## src/rtl/uart_pkg.sv

```systemverilog
// uart_pkg: shared UART constants, frame field encodings and receiver state encoding.
package uart_pkg;
  localparam int OS_RATE_DEF = 16;
  localparam logic [1:0] PAR_EVEN = 2'b00;
  localparam logic [1:0] PAR_ODD = 2'b01;
  localparam logic [1:0] PAR_NONE = 2'b10;
  localparam logic [1:0] STOP_ONE = 2'b00;
  localparam logic [1:0] STOP_TWO = 2'b01;
  localparam int ST_IDLE = 0;
  localparam int ST_START = 1;
  localparam int ST_DATA = 2;
  localparam int ST_PARITY = 3;
  localparam int ST_STOP = 4;
  localparam int ST_WAIT = 5;
  typedef enum logic [5:0] {
    IDLE = 6'(1 << ST_IDLE),
    START = 6'(1 << ST_START),
    DATA = 6'(1 << ST_DATA),
    PARITY = 6'(1 << ST_PARITY),
    STOP = 6'(1 << ST_STOP),
    WAIT_IDLE = 6'(1 << ST_WAIT)
  } state_t;
endpackage

```

## src/rtl/uart_sync2.sv

```systemverilog
// uart_sync2: two-flop synchronizer for asynchronous inputs, reset to a chosen level.
module uart_sync2 #(
  parameter logic RST_VAL = 1'b1
) (
  input  logic clk_i,
  input  logic rst_n_i,
  input  logic d,
  output logic q
);
  logic m;
  always_ff @(posedge clk_i or negedge rst_n_i)
    if (!rst_n_i) {q, m} <= {2{RST_VAL}};
    else {q, m} <= {m, d};
endmodule

```

## src/rtl/uart_rx.sv

```systemverilog
// uart_rx: oversampled UART receiver with mid-bit sampling, configurable frame format
// and parity/framing error reporting.
module uart_rx
  import uart_pkg::*;
#(
  parameter int DLY = 1,
  parameter int DATA_WIDTH = 8,
  parameter int OS_RATE = OS_RATE_DEF
) (
  input  logic                  clk_i,
  input  logic                  rst_n_i,
  input  logic [3:0]            data_bits,
  input  logic [1:0]            parity_mode,
  input  logic [1:0]            stop_bits,
  input  logic                  os_en_i,
  input  logic                  rx_i,
  output logic [DATA_WIDTH-1:0] rx_data_o,
  output logic                  rx_vld_o,
  output logic                  parity_err_o,
  output logic                  frame_err_o,
  output logic                  rx_busy_o
);
  localparam int TW = $clog2(OS_RATE);
  localparam logic [TW-1:0] MID = TW'(OS_RATE / 2 - 1);
  localparam logic [TW-1:0] LAST = TW'(OS_RATE - 1);
  state_t state, state_nxt;
  logic rx_s, rx_prev, start, sample, last_bit, done, ferr_nxt;
  logic [TW-1:0] tick;
  logic [3:0] bit_cnt, nb, db_clamp;
  logic par_en, par_odd, two_stop, stop_cnt, perr, ferr;
  logic [DATA_WIDTH-1:0] shift;
  logic unused_dly;
  assign unused_dly = DLY != 0;
  uart_sync2 #(.RST_VAL(1'b1)) u_sync (.clk_i(clk_i), .rst_n_i(rst_n_i), .d(rx_i), .q(rx_s));
  assign start = rx_prev && !rx_s;
  assign sample = os_en_i && tick == MID;
  assign last_bit = bit_cnt == nb - 4'd1;
  assign ferr_nxt = ferr || !rx_s;
  assign rx_busy_o = state != IDLE;
  assign db_clamp = data_bits < 4'd5 ? 4'd5 : data_bits > 4'(DATA_WIDTH) ? 4'(DATA_WIDTH) : data_bits;
  always_ff @(posedge clk_i or negedge rst_n_i)
    if (!rst_n_i) state <= IDLE;
    else state <= state_nxt;
  always_comb begin
    state_nxt = state;
    done = 1'b0;
    case (state)
      IDLE: state_nxt = start ? START : IDLE;
      START: if (sample) state_nxt = rx_s ? IDLE : DATA;
      DATA: if (sample && last_bit) state_nxt = par_en ? PARITY : STOP;
      PARITY: if (sample) state_nxt = STOP;
      STOP: if (sample && (!two_stop || stop_cnt)) begin
        done = 1'b1;
        state_nxt = ferr_nxt ? WAIT_IDLE : IDLE;
      end
      WAIT_IDLE: state_nxt = rx_s ? IDLE : WAIT_IDLE;
      default: state_nxt = IDLE;
    endcase
  end
  // shift is cleared at start, so bits beyond the configured width stay zero
  always_ff @(posedge clk_i or negedge rst_n_i)
    if (!rst_n_i) begin
      rx_prev <= 1'b1;
      tick <= '0;
      bit_cnt <= '0;
      nb <= '0;
      par_en <= 1'b0;
      par_odd <= 1'b0;
      two_stop <= 1'b0;
      stop_cnt <= 1'b0;
      perr <= 1'b0;
      ferr <= 1'b0;
      shift <= '0;
      rx_data_o <= '0;
      rx_vld_o <= 1'b0;
      parity_err_o <= 1'b0;
      frame_err_o <= 1'b0;
    end else begin
      rx_prev <= rx_s;
      rx_vld_o <= done;
      if (state == IDLE && start) begin
        tick <= '0;
        bit_cnt <= '0;
        stop_cnt <= 1'b0;
        perr <= 1'b0;
        ferr <= 1'b0;
        shift <= '0;
        nb <= db_clamp;
        par_en <= parity_mode == PAR_EVEN || parity_mode == PAR_ODD;
        par_odd <= parity_mode == PAR_ODD;
        two_stop <= stop_bits == STOP_TWO;
      end else if (os_en_i) tick <= tick == LAST ? '0 : tick + TW'(1);
      if (sample && state == DATA) begin
        shift <= shift | (DATA_WIDTH'(rx_s) << bit_cnt);
        bit_cnt <= bit_cnt + 4'd1;
      end
      if (sample && state == PARITY) perr <= rx_s != (^shift ^ par_odd);
      if (sample && state == STOP) begin
        ferr <= ferr_nxt;
        stop_cnt <= 1'b1;
      end
      if (done) begin
        rx_data_o <= shift;
        parity_err_o <= perr;
        frame_err_o <= ferr_nxt;
      end
    end
endmodule

```

## config.mk

```make
export PLATFORM = sky130hd
export DESIGN_NAME = uart_rx
export DESIGN_NICKNAME = d
export VERILOG_FILES = /design/src/rtl/uart_pkg.sv /design/src/rtl/uart_sync2.sv /design/src/rtl/uart_rx.sv
export SDC_FILE = /design/constraint.sdc
export NUM_CORES = 1
export LEC_CHECK = 0
export ABC_AREA = 0
export CORE_UTILIZATION = 31
export DETAILED_ROUTE_END_ITERATION = 10
export SLEW_MARGIN = 20
export SYNTH_ARGS = -nofsm -noshare
export SYNTH_HDL_FRONTEND = slang
export SYNTH_HIERARCHICAL = 1
export SYNTH_SLANG_ARGS = --single-unit
```

## constraint.sdc

```tcl
create_clock -name clk_i -period 4.1 [get_ports clk_i]
set_clock_uncertainty 0.1 [all_clocks]
set_input_delay 0.82 -clock clk_i [delete_from_list [all_inputs] [get_ports clk_i]]
set_output_delay 0.82 -clock clk_i [all_outputs]
set_load 0.005 [all_outputs]
```

After elaboration in Yosys (flattened, before gate mapping)
Cells that the tools add are included.
- flip-flop bits (word level): 46
- output and inout port bits: 12
- logic and storage cells: 88
- add/sub/neg operators: 3
- $lt $le $gt $ge: 2
- equality and inequality tests: 17
- shifts and indexed selects: 1
- multiplexer cells: 25
- bitwise operators: 2
- reductions and logical operators: 20
- operator list (operator ; count):
    $mux 6 ; 6
    $pmux 6 s6 ; 1
    $mux 4 ; 7
    $mux 8 ; 2
    $add 4x1->4 const B ; 2
    $logic_and 1x1->1 ; 8
    $ne 2x2->1 const B ; 4
    $or 8x8->8 ; 1
    $reduce_bool 2->1 ; 4
    $reduce_xor 8->1 ; 1
    $shl 1x4->8 ; 1
    $eq 6x1->1 const B ; 1
    $eq 6x2->1 const B ; 1
    $eq 6x3->1 const B ; 1
    $eq 6x4->1 const B ; 1
    $eq 6x5->1 const B ; 1
    $eq 6x6->1 const B ; 1
    $mux 1 ; 6
    $ne 6x1->1 const B ; 1
    $mux 5 ; 1
    $eq 2x1->1 const B ; 2
    $eq 4x3->1 const B ; 1
    $eq 4x4->1 ; 1
    $eq 4x4->1 const B ; 1
    11 further kinds ; 14

Depth between registers and ports, before layout
Gate-level depths: netlist (run 1).
- word-level depth: 5
- mapped depth: 7

Modules after synthesis
Netlist (run 1), hierarchy kept.
- modules (own cells, without submodules) (module ; times used ; cells each ; area each (sq um) ; sequential area each (sq um)):
    uart_rx ; 1 ; 197 ; 2222.1 ; 1103.6
    uart_sync2 ; 1 ; 2 ; 52.6 ; 52.6

Worst setup path before layout (run 1)
No wires, ideal clock.
- path kind: input-to-reg
- start point: in os_en_i
- end point: reg shift[3]
- arrival time: 1907 ps
- required time: 3878 ps
- slack: 1972 ps
- cell stages on the path: 6
- buffers on the path: 2
- path through: buf_2 -> and4b_1 -> clkbuf_2 -> and4b_1 -> and3_4 -> a32o_1
- cells in the longest elaborated chain, start to end: 3
- elaborated cells on any way between the ends: 4
- those cells by class: mux (1); reduce/logical (3)
- RTL lines (what ; RTL line ; source):
    from (decl) ; uart_rx.sv:15 ; input logic os_en_i,
    $logic_and 1x1->1 (*) ; uart_rx.sv:36 ; assign sample = os_en_i && tick == MID;
    $logic_and 1x1->1 (*) ; uart_rx.sv:93 ; if (sample && state == DATA) begin
    $mux 8 or $reduce_bool 2->1 (tied branches) ; -- ;
    to (signal assigned) ; uart_rx.sv:94 ; shift <= shift | (DATA_WIDTH'(rx_s) << bit_cnt);
    to (decl) ; uart_rx.sv:31 ; logic [DATA_WIDTH-1:0] shift;
Every way passes the cells marked *; elsewhere a longest branch is shown, timed or not.
A chain may end at the register's enable or synchronous reset.

Final worst setup path (run 1)
- start point: reg state[0]
- end point: out rx_busy_o
- cells in the longest elaborated chain, start to end: 1
- RTL lines (what ; RTL line ; source):
    from (decl) ; uart_rx.sv:26 ; state_t state, state_nxt;
    from (signal assigned) ; uart_rx.sv:43 ; else state <= state_nxt;
    $ne 6x1->1 ; uart_rx.sv:39 ; assign rx_busy_o = state != IDLE;
    to (decl) ; uart_rx.sv:21 ; output logic rx_busy_o
Every way passes these cells.

==> impl_results.md, run 1 <==
- Multi-input gate area in the final layout: roughly 1000 µm²
- Vias post-DR: about 1500
- Core ar.: 6940 µm²
- Global route hottest layer: met2
- PnR worst setup slack: ~1.3 ns
- Router iterations before antenna repair: 4
- Max_cap viols: 0
- Post-Syn Area: 2270 µm²
- Total GRT Usage: between 10% and 20%
- CTS HTree Levels: 2
- Largest net degree at the start of global routing: 47
- Register bit total from synthesis: 46
- Status: finished, final reports clean
- IO Count: 24
- DR WL/cell: 13.3 µm
- Post-synth ARST share: 100%
- Post-CTS Hold Buffers: 0
- Worst-skew pair later-pin latency: 0.29 ns
- Period minus WS final: about 2.8 ns
- Postcts setup bufs: 0
- Crit end category: output pin
- Worst slack, placed: 1.21 ns
- Synth Flop Type: dfrtp_1
- Non-Filler Instances: roughly 320
- Pint: 851 µW
- Cts bufs inserted: 5
- Filler Cell Count: just under 700
- Fin util: 38.3%
- Netlist cell types: a little under 50
- Sw power: roughly 440 µW
- Max-slew violation count: 0
- Final setup fails: 0
- Sequential share of power: a little under half
- Tot Pwr: about 1.3 mW
- Power per Cell Area: 486 nW/µm²
- Syn nets: 214
- RSZ-0062 raised after global routing: no
- Placed cell area: between 2000 and 3000 µm²
- Syn_area_per_cell: about 11 µm²
- # diodes: 0
- Met2 Track Usage GR: a little under a fifth
- Fin Hold WS: between 0.2 and 0.3 ns
- Pleak: roughly 1.2 nW
- Reg2Reg Depth: 4
- Vias in the first global route: 1480
- Fmax: roughly 0.36 GHz
- Final Net Count: 234
- DRT iter0 DRCs: 109
- Combinational share of power: approximately 31%
- Worst hold-check path type: reg -> reg
- CTS Buffer Depth: 2
- Grt ovf: 0
- Final Hold Vio Count: 0
- Syn Inst Count: just under 200
- Setup TNS: 0 ns
- Via/cell ratio: 4.88
- Routability cong.: between 0.8 and 0.9
- Post-route DRC: 0
- Clk slew on worst S/H paths: approximately 0.080 ns
- Layout area overhead: 17.1%
- # clock sinks: 46
- CTS Root Cell: clkbuf_8
- Die height: 87.7 µm
- Startpoint Class: flip-flop
- Dpl hpwl: between 2000 and 3000 µm
- Final instance area: 2660 µm²
- Layout cells sized above 1: 14.5%
- Wirelength, routed: roughly 4200 µm
- Rows: 30
- Die area: just under 8000 µm²
- Sequential cell area fraction in the yosys report: 50.8%
- EDFF count, synth: 0
- Initial antenna violation count: 0
- TritonCTS clock tree: built
- Critical path arrival: 1.85 ns
- Resized Gates After CTS: 0
- Initial Util: 32.8%
- Measured slew at the worst slew-check pin: about 0.7 ns
- FF+latch area: between 1000 and 1500 µm²
- PortBufs: 23
- CP Class: reg -> out
- Yosys warnings: 6
- Critical Path RT: 3.18 ns
- Die X: between 80 and 90 µm
- First-pass GRT wire length: ~7200 µm
- Crit path max fanout: 5
- Peak supply drop: 0.162 mV
- Final period utilization: 67.6%
- DP Cell Count: 308
- Grt met3 use: between 2 and 3%
- Met1 GRT Util: between 10% and 20%
- Clock Power Share: between 20% and 30%
- Slew Limit Headroom: between 50% and 60%
- Switch share: roughly 34%
- Hold depth: 0
- Post-route ant nets: 0
routing by layer:
layer  wire (µm)  vias to the layer above  part of all wire, %
li1            -                      753                    -
met1        2080                      752                   50
met2        1940                       34                   46
met3         146                        3                  3.5
met4          23                        0                 0.55
met5           0                        -                    0
layout by cell type (no fill, tap or decap), types with 5 or more instances in the layout:
master	instances
dfrtp_1	42
clkdlybuf4s50_1	22
nand2_1	19
o21ai_0	11
nor2_1	10
xnor2_1	10
mux2_2	9
inv_1	8
a22o_1	6
clkbuf_8	6
nand3_1	5
nor3_1	5
xor2_1	5
power by group through the flow:
stage	clock network (mW)	registers, mW	logic, mW
floorplan	0	0.602	0.310
global placement	0	0.622	0.395
detailed placement	0	0.624	0.397
CTS	0.295	0.615	0.400
global route	0.311	0.626	0.447
finish	0.283	0.615	0.397
cell usage after synthesis, types with 2 or more instances:
library cell  count  area [µm²]
dfrtp_1          42        1050
nand2_1          19        71.3
o21ai_0          11        55.1
nor2_1           10        37.5
xnor2_1          10        87.6
mux2_2            9         101
inv_1             8        30.0
a22o_1            6        52.6
nand3_1           5        25.0
nor3_1            5        25.0
xor2_1            5        43.8
a21oi_1           4        20.0
buf_2             4        20.0
clkbuf_1          4        15.0
dfstp_2           4         105
nor2b_1           4        25.0
and4b_1           3        30.0
ha_1              3        37.5
mux2i_1           3        30.0
nand3b_1          3        22.5
nor4_4            3        63.8
a32o_1            2        20.0
nand4_1           2        12.5
nand4b_2          2        30.0
o21a_1            2        15.0
o22ai_1           2        12.5
or3_1             2        12.5
registers in the layout, summed over array words and instances, names as in the netlist, 4 cells and up:
signal     cells
state          6
nb             4
bit_cnt        4
shift          8
tick           4
rx_data_o      8
final cells by class:
class / count / share of cell area, %
flip-flops and latches: 46 / 43.4
multi-input cells: 135 / 39.0
repair buffers: 23 / 8.55
inverters: 8 / 1.13
clock buffers: 7 / 3.24
well taps: 96 / 4.51
clock inverters: 1 / 0.188
worst paths after layout:
kind	from	end	slack [ns]
max	state[0]$_DFFE_PN1P_	rx_busy_o	1.33
min	u_sync/m$_DFF_PN1_	u_sync/q$_DFF_PN1_	0.26
max reg2reg	state[0]$_DFFE_PN1P_	nb[0]$_DFFE_PN0P_	1.77
min reg2reg	u_sync/m$_DFF_PN1_	u_sync/q$_DFF_PN1_	0.26
max in group asynchronous	rst_n_i	rx_data_o[2]$_DFFE_PN0P_	3.08
min in group asynchronous	rst_n_i	rx_vld_o$_DFF_PN0_	0.40
worst max-delay path, cell delays in order (launching register included):
cell,delay (ns)
dfstp_2,0.61
nor2b_1,0.37
nand2_1,0.10
clkdlybuf4s50_1,0.47
logic make-up after synthesis:
kind of cell / count (synthesis) / synth area share (%)
simple gates: 65 / 18.4
flops: 46 / 50.8
compound gates: 39 / 13.0
buf+inv: 18 / 3.58
xor+xnor: 16 / 6.77
mux: 12 / 5.78
fa+ha+maj: 3 / 1.65
Power figures use the tool's default switching activity.
==> inputs of run 2 (changes only) <==
clock period = 2.25 ns   (was 4.1 ns; I/O delays follow)
==> impl_results.md, run 2 (synthesis results as in run 1) <==
- Postcts setup bufs: 0 (unchanged)
- Clk slew on worst S/H paths: 0.08 ns (about the same)
- Critical path arrival: 1.63 ns (-0.22 ns)
- FF-to-FF Start: state[5]$_DFFE_PN0P_
- Crit end category: output pin
- DR WL/cell: 13.5 µm (+2.0%)
- Router iterations before antenna repair: 4 (unchanged)
- Final setup fails: 0 (unchanged)
- CTS HTree Levels: 2 (unchanged)
- Initial Util: 32.8% (unchanged)
- Grt ovf: 0 (unchanged)
- R2r setup slk: 0.24 ns (-1.53 ns)
- Most frequent cells in the layout: dfrtp_1 (39), clkdlybuf4s50_1 (22), nand2_1 (19)
- Sw power: 821 µW (+85%)
- Post-route ant nets: 0 (unchanged)
- Power per Cell Area: 898 nW/µm² (+85%)
- Startpoint Class: flip-flop
- Max_cap viols: 0 (unchanged)
- # diodes: 0 (unchanged)
- Cts bufs inserted: 5 (unchanged)
- Grt met3 use: 2.45% (-0.47 points)
- Post-route DRC: 0 (unchanged)
- Vias post-DR: 1566 (+1.6%)
- Pleak: 1.25 nW (+5.4%)
- Most common cell after layout, fill and taps aside: dfrtp_1
- Reg2reg end: state[4]$_DFFE_PN0P_
- CTS Buffer Depth: 2 (unchanged)
- Fin Hold WS: 0.0190 ns (-0.239 ns)
- Final Hold Vio Count: 0 (unchanged)
- Dpl hpwl: 3290 µm (+13%)
- Final Net Count: 246 (+5.1%)
- Die area: 7680 µm² (unchanged)
- Routability cong.: 0.791 (-1.8%)
- # clock sinks: 46 (unchanged)
- Layout area overhead: 22.8%
- Final period utilization: roughly 97%
- Worst-skew pair later-pin latency: 0.30 ns (about the same)
- Period minus WS final: around 2.2 ns
- Peak supply drop: 0.302 mV (+86%)
- Sequential share of power: 44.7% (-2.8 points)
- Die height: 87.7 µm (unchanged)
- Worst hold-check path type: in -> async
- Core ar.: 6940 µm² (unchanged)
- Met1 GRT Util: 17.9% (+1.2 points)
- IO Count: 24 (unchanged)
- Critical Path RT: 1.70 ns (-1.48 ns)
- Wirelength, routed: 4440 µm (+5.8%)
- Fmax: 0.458 GHz
- Switch share: 32.7% (-1.6 points)
- DP Cell Count: 320 (+3.9%)
- CP Class: reg -> out
- Clock Power Share: 23.8% (+1.9 points)
- Crit path max fanout: 6 (+1)
- Met2 Track Usage GR: 20.7% (+2.0 points)
- Initial antenna violation count: 0 (unchanged)
- Largest regs: rx_data_o x8, shift x8, state x6
- Die X: 87.7 µm (unchanged)
- First-pass GRT wire length: 7770 µm (+8.4%)
- Pint: 1.69 mW (+98%)
- PortBufs: 23 (unchanged)
- DRT iter0 DRCs: 50 (-54%)
- Layout cells sized above 1: 19.8% (+5.3 points)
- Global route hottest layer: met2
- Rows: 30 (unchanged)
- Reg2Reg Depth: 4 (unchanged)
- Slew Limit Headroom: 65.6% (+12 points)
- Setup TNS: 0 ns (unchanged)
- Filler Cell Count: 685 (-1.0%)
- Measured slew at the worst slew-check pin: 0.517 ns (-0.178 ns)
- PnR worst setup slack: 0.0687 ns (-1.26 ns)
- Max-slew violation count: 0 (unchanged)
- Status: finished, final reports clean
- Largest net degree at the start of global routing: 27 (-43%)
- TritonCTS clock tree: built
- Worst slack, placed: 0.125 ns (-1.08 ns)
- RSZ-0062 raised after global routing: no
- Non-Filler Instances: 328 (+3.8%)
- Total GRT Usage: 13.1% (+1.0 points)
- Via/cell ratio: 4.77 (-2.2%)
- Combinational share of power: 31.5% (+0.9 points)
- Fin util: 40.2% (+1.9 points)
- Vias in the first global route: 1632 (+10%)
- CTS Root Cell: clkbuf_8
## run 2: cell count changes in the layout (fill, tap and decap cells not counted), sizes merged
| cell | previous run | this run |
|---|---|---|
| bufinv | 0 | 1 |
| buf | 1 | 13 |
| clkinv | 1 | 0 |
## run 2: worst max-delay path, cell delays in order (launching register included)
cell	delay, ns
dfrtp_2	0.49
nor4_4	0.31
nand2_1	0.08
clkdlybuf4s50_1	0.45
## run 2: worst max path at each step
stage / startpoint / endpoint / slack (ns) / depth (start not counted)
floorplan: tick[0]$_DFFE_PN0P_ / shift[3]$_DFFE_PN0P_ / 0.42 / 6
global placement: os_en_i / shift[2]$_DFFE_PN0P_ / 0.15 / 5
detailed placement: os_en_i / rx_data_o[5]$_DFFE_PN0P_ / 0.13 / 5
CTS: state[5]$_DFFE_PN0P_ / rx_busy_o / 0.004 / 3
global route: state[5]$_DFFE_PN0P_ / rx_busy_o / 0.01 / 3
finish: state[5]$_DFFE_PN0P_ / rx_busy_o / 0.07 / 3
## run 2: through the flow
stage	total power [mW]	instance area, µm²
after floorplan	1.66	2270
after global placement	1.92	2680
after detailed placement	1.93	2680
after CTS	2.54	2790
after global routing	2.66	2790
final	2.51	2790
## run 2: per-layer routing
| layer | wire (µm) | vias to the layer above |
|---|---|---|
| met4 | 67 | 0 |
| met3 | 139 | 5 |
| met5 | 0 | - |
| met2 | 2130 | 29 |
| met1 | 2100 | 747 |
| li1 | - | 785 |
## run 2: final cells by class
cell class                 instances  area, µm²  share of cell area (%)
timing repair buffer              35        340                    12.2
clock inverter                     1       30.0                    1.07
inverter                           8       30.0                    1.07
multi-input combinational        135       1040                    37.1
tap                               96        120                    4.30
sequential                        46       1160                    41.5
clock buffer                       7       76.3                    2.73
## run 2: repair_timing
| item | in CTS | in global routing |
|---|---|---|
| gates resized for setup | 0 | 3 |
| setup endpoints to repair | 0 | 1 |
| hold buffers | 0 | 0 |
## run 2: power by group through the flow
stage,Combinational (mW),Sequential [mW],Clock (mW)
after floorplan,0.565,1.10,0
after global placement,0.786,1.13,0
after detailed placement,0.793,1.14,0
after CTS,0.802,1.12,0.614
after global routing,0.878,1.14,0.638
final,0.790,1.12,0.597
==> inputs of run 3 (changes only) <==
SETUP_SLACK_MARGIN = 0.15   (was unset)
==> impl_results.md, run 3 (synthesis results as in run 1) <==
- Final period utilization: 88.4% (-8.5 points)
- IO Count: 24 (unchanged)
- Layout cells sized above 1: 21.5% (+1.7 points)
- Grt ovf: 0 (unchanged)
- Cts bufs inserted: 5 (unchanged)
- Pleak: 1.28 nW (+2.1%)
- Met1 Wirelength: 2080 µm (-1.1%)
- Final Net Count: 251 (+2.0%)
- DRT iter0 DRCs: 75 (+50%)
- First-pass GRT wire length: 7890 µm (+1.5%)
- Fin Hold WS: 0.0207 ns (+0.00170 ns)
- DR WL/cell: 13.5 µm (-0.46%)
- Fin util: 40.9% (+0.68 points)
- Via/cell ratio: 4.87 (+2.1%)
- Post-route ant nets: 0 (unchanged)
- Post-route DRC: 0 (unchanged)
- Worst-skew pair later-pin latency: 0.29 ns (about the same)
- Period minus WS final: 1.99 ns (-0.192 ns)
- Largest regs: rx_data_o x8, shift x8, state x6
- Largest net degree at the start of global routing: 27 (unchanged)
- DR top layer: met4
- Filler Cell Count: 684 (-0.15%)
- RSZ-0062 raised after global routing: no
- Final setup fails: 0 (unchanged)
- Critical Path RT: 2.34 ns (+0.64 ns)
- Vias in the first global route: 1653 (+1.3%)
- Status: finished, final reports clean
- Slew Limit Headroom: 65.7% (+0.13 points)
- Wirelength, routed: 4490 µm (+1.1%)
- Peak supply drop: 0.327 mV (+8.3%)
- Max_cap viols: 0 (unchanged)
- Crit path max fanout: 6 (unchanged)
- Measured slew at the worst slew-check pin: 0.515 ns (-0.00193 ns)
- # diodes: 0 (unchanged)
- Die X: 87.7 µm (unchanged)
- Clk slew on worst S/H paths: 0.08 ns (about the same)
- Max-slew violation count: 0 (unchanged)
- Layout area overhead: 24.9%
- Die height: 87.7 µm (unchanged)
- Most frequent cells in the layout: dfrtp_1 (39), clkdlybuf4s50_1 (21), nand2_1 (19)
- # clock sinks: 46 (unchanged)
- Dpl hpwl: 3290 µm (unchanged)
- Met2 routed WL: 2150 µm (+0.85%)
- Core ar.: 6940 µm² (unchanged)
- Die area: 7680 µm² (unchanged)
- Final Hold Vio Count: 0 (unchanged)
- Most common cell after layout, fill and taps aside: dfrtp_1
- Rows: 30 (unchanged)
- CTS Buffer Depth: 2 (unchanged)
- Critical path arrival: 2.08 ns (+0.45 ns)
- Initial Util: 32.8% (unchanged)
- Setup TNS: 0 ns (unchanged)
- TritonCTS clock tree: built
- Initial antenna violation count: 0 (unchanged)
- CTS HTree Levels: 2 (unchanged)
- Crit end category: flip-flop
- Routability cong.: 0.791 (unchanged)
- CTS Root Cell: clkbuf_8
- Fmax: 0.503 GHz (+9.6%)
- Startpoint Class: flip-flop
- Met3 Routed Length: 167 µm (+20%)
- Vias post-DR: 1623 (+3.6%)
- Total GRT Usage: 13.3% (+0.26 points)
- Router iterations before antenna repair: 4 (unchanged)
- PortBufs: 23 (unchanged)
- Worst hold-check path type: in -> async
- CP Class: reg -> reg
- Power per Cell Area: 900 nW/µm² (+0.17%)
[run 3: changes by cell type in the layout (fill, tap and decap cells not counted), sizes merged]
| cell | change |
|---|---|
| buf | +5 |
| dlygate4sd2 | +1 |
| clkdlybuf4s50 | -1 |
[run 3: path summary, 6_finish.rpt]
| kind | start | end | slack, ns | cells past startpoint |
|---|---|---|---|---|
| worst min-delay path | rst_n_i | rx_vld_o$_DFF_PN0_ | 0.02 | 1 |
| worst max register to register | state[2]$_DFFE_PN0P_ | state[2]$_DFFE_PN0P_ | 0.26 | 5 |
| max in group asynchronous | rst_n_i | rx_prev$_DFF_PN1_ | 1.44 | 2 |
| min in group clk_i | u_sync/m$_DFF_PN1_ | u_sync/q$_DFF_PN1_ | 0.26 | 0 |
| worst max-delay path | state[2]$_DFFE_PN0P_ | state[2]$_DFFE_PN0P_ | 0.26 | 5 |
| worst min register to register | u_sync/m$_DFF_PN1_ | u_sync/q$_DFF_PN1_ | 0.26 | 0 |
[run 3: layout make-up]
class | count | area [µm²] | share of cell area, %
Clock buffer | 7 | 76.3 | 2.69
Clock inverter | 1 | 30.0 | 1.06
Inverter | 8 | 30.0 | 1.06
Multi-Input combinational cell | 135 | 1050 | 36.9
Sequential cell | 46 | 1160 | 40.8
Tap cell | 96 | 120 | 4.23
Timing Repair Buffer | 40 | 377 | 13.3
[run 3: power breakdown]
part	leakage [nW]	total (mW)	internal [mW]	switching (mW)
combinational	0.620	0.868	0.413	0.454
clock	0.0524	0.597	0.332	0.265
sequential	0.609	1.09	0.961	0.130
total	1.28	2.56	1.71	0.849
[run 3: timing repair]
action	in CTS	in global routing
hold buffers	0	0
pin swaps	0	2
buffers inserted	4	1
endpoints found under the hold margin	0	0
gates cloned	0	0
resized for setup	4	1
endpoints found under the setup margin	1	5
[run 3: stage by stage]
step / power, mW / cells / instance area (µm²) / setup slack, ns
2_1_floorplan: 1.66 / 199 / 2270 / 0.419
3_3_place_gp: 1.92 / 320 / 2680 / 0.152
3_5_place_dp: 1.93 / 320 / 2680 / 0.125
4_1_cts: 2.55 / 332 / 2820 / 0.153
5_1_grt: 2.72 / 333 / 2840 / 0.169
6_report: 2.56 / 333 / 2840 / 0.260
[run 3: critical path: stages (launching register included)]
cell     delay, ns
dfrtp_2       0.44
buf_4         0.18
nor4_4        0.37
nand2_1       0.19
o22ai_1       0.39
o21ba_2       0.22
[run 3: per-layer routing]
layer  vias up  GRT usage, %
li1        794             -
met1       786          18.1
met2        33          21.2
met3        10          2.64
met4         0          4.77
met5         -             0
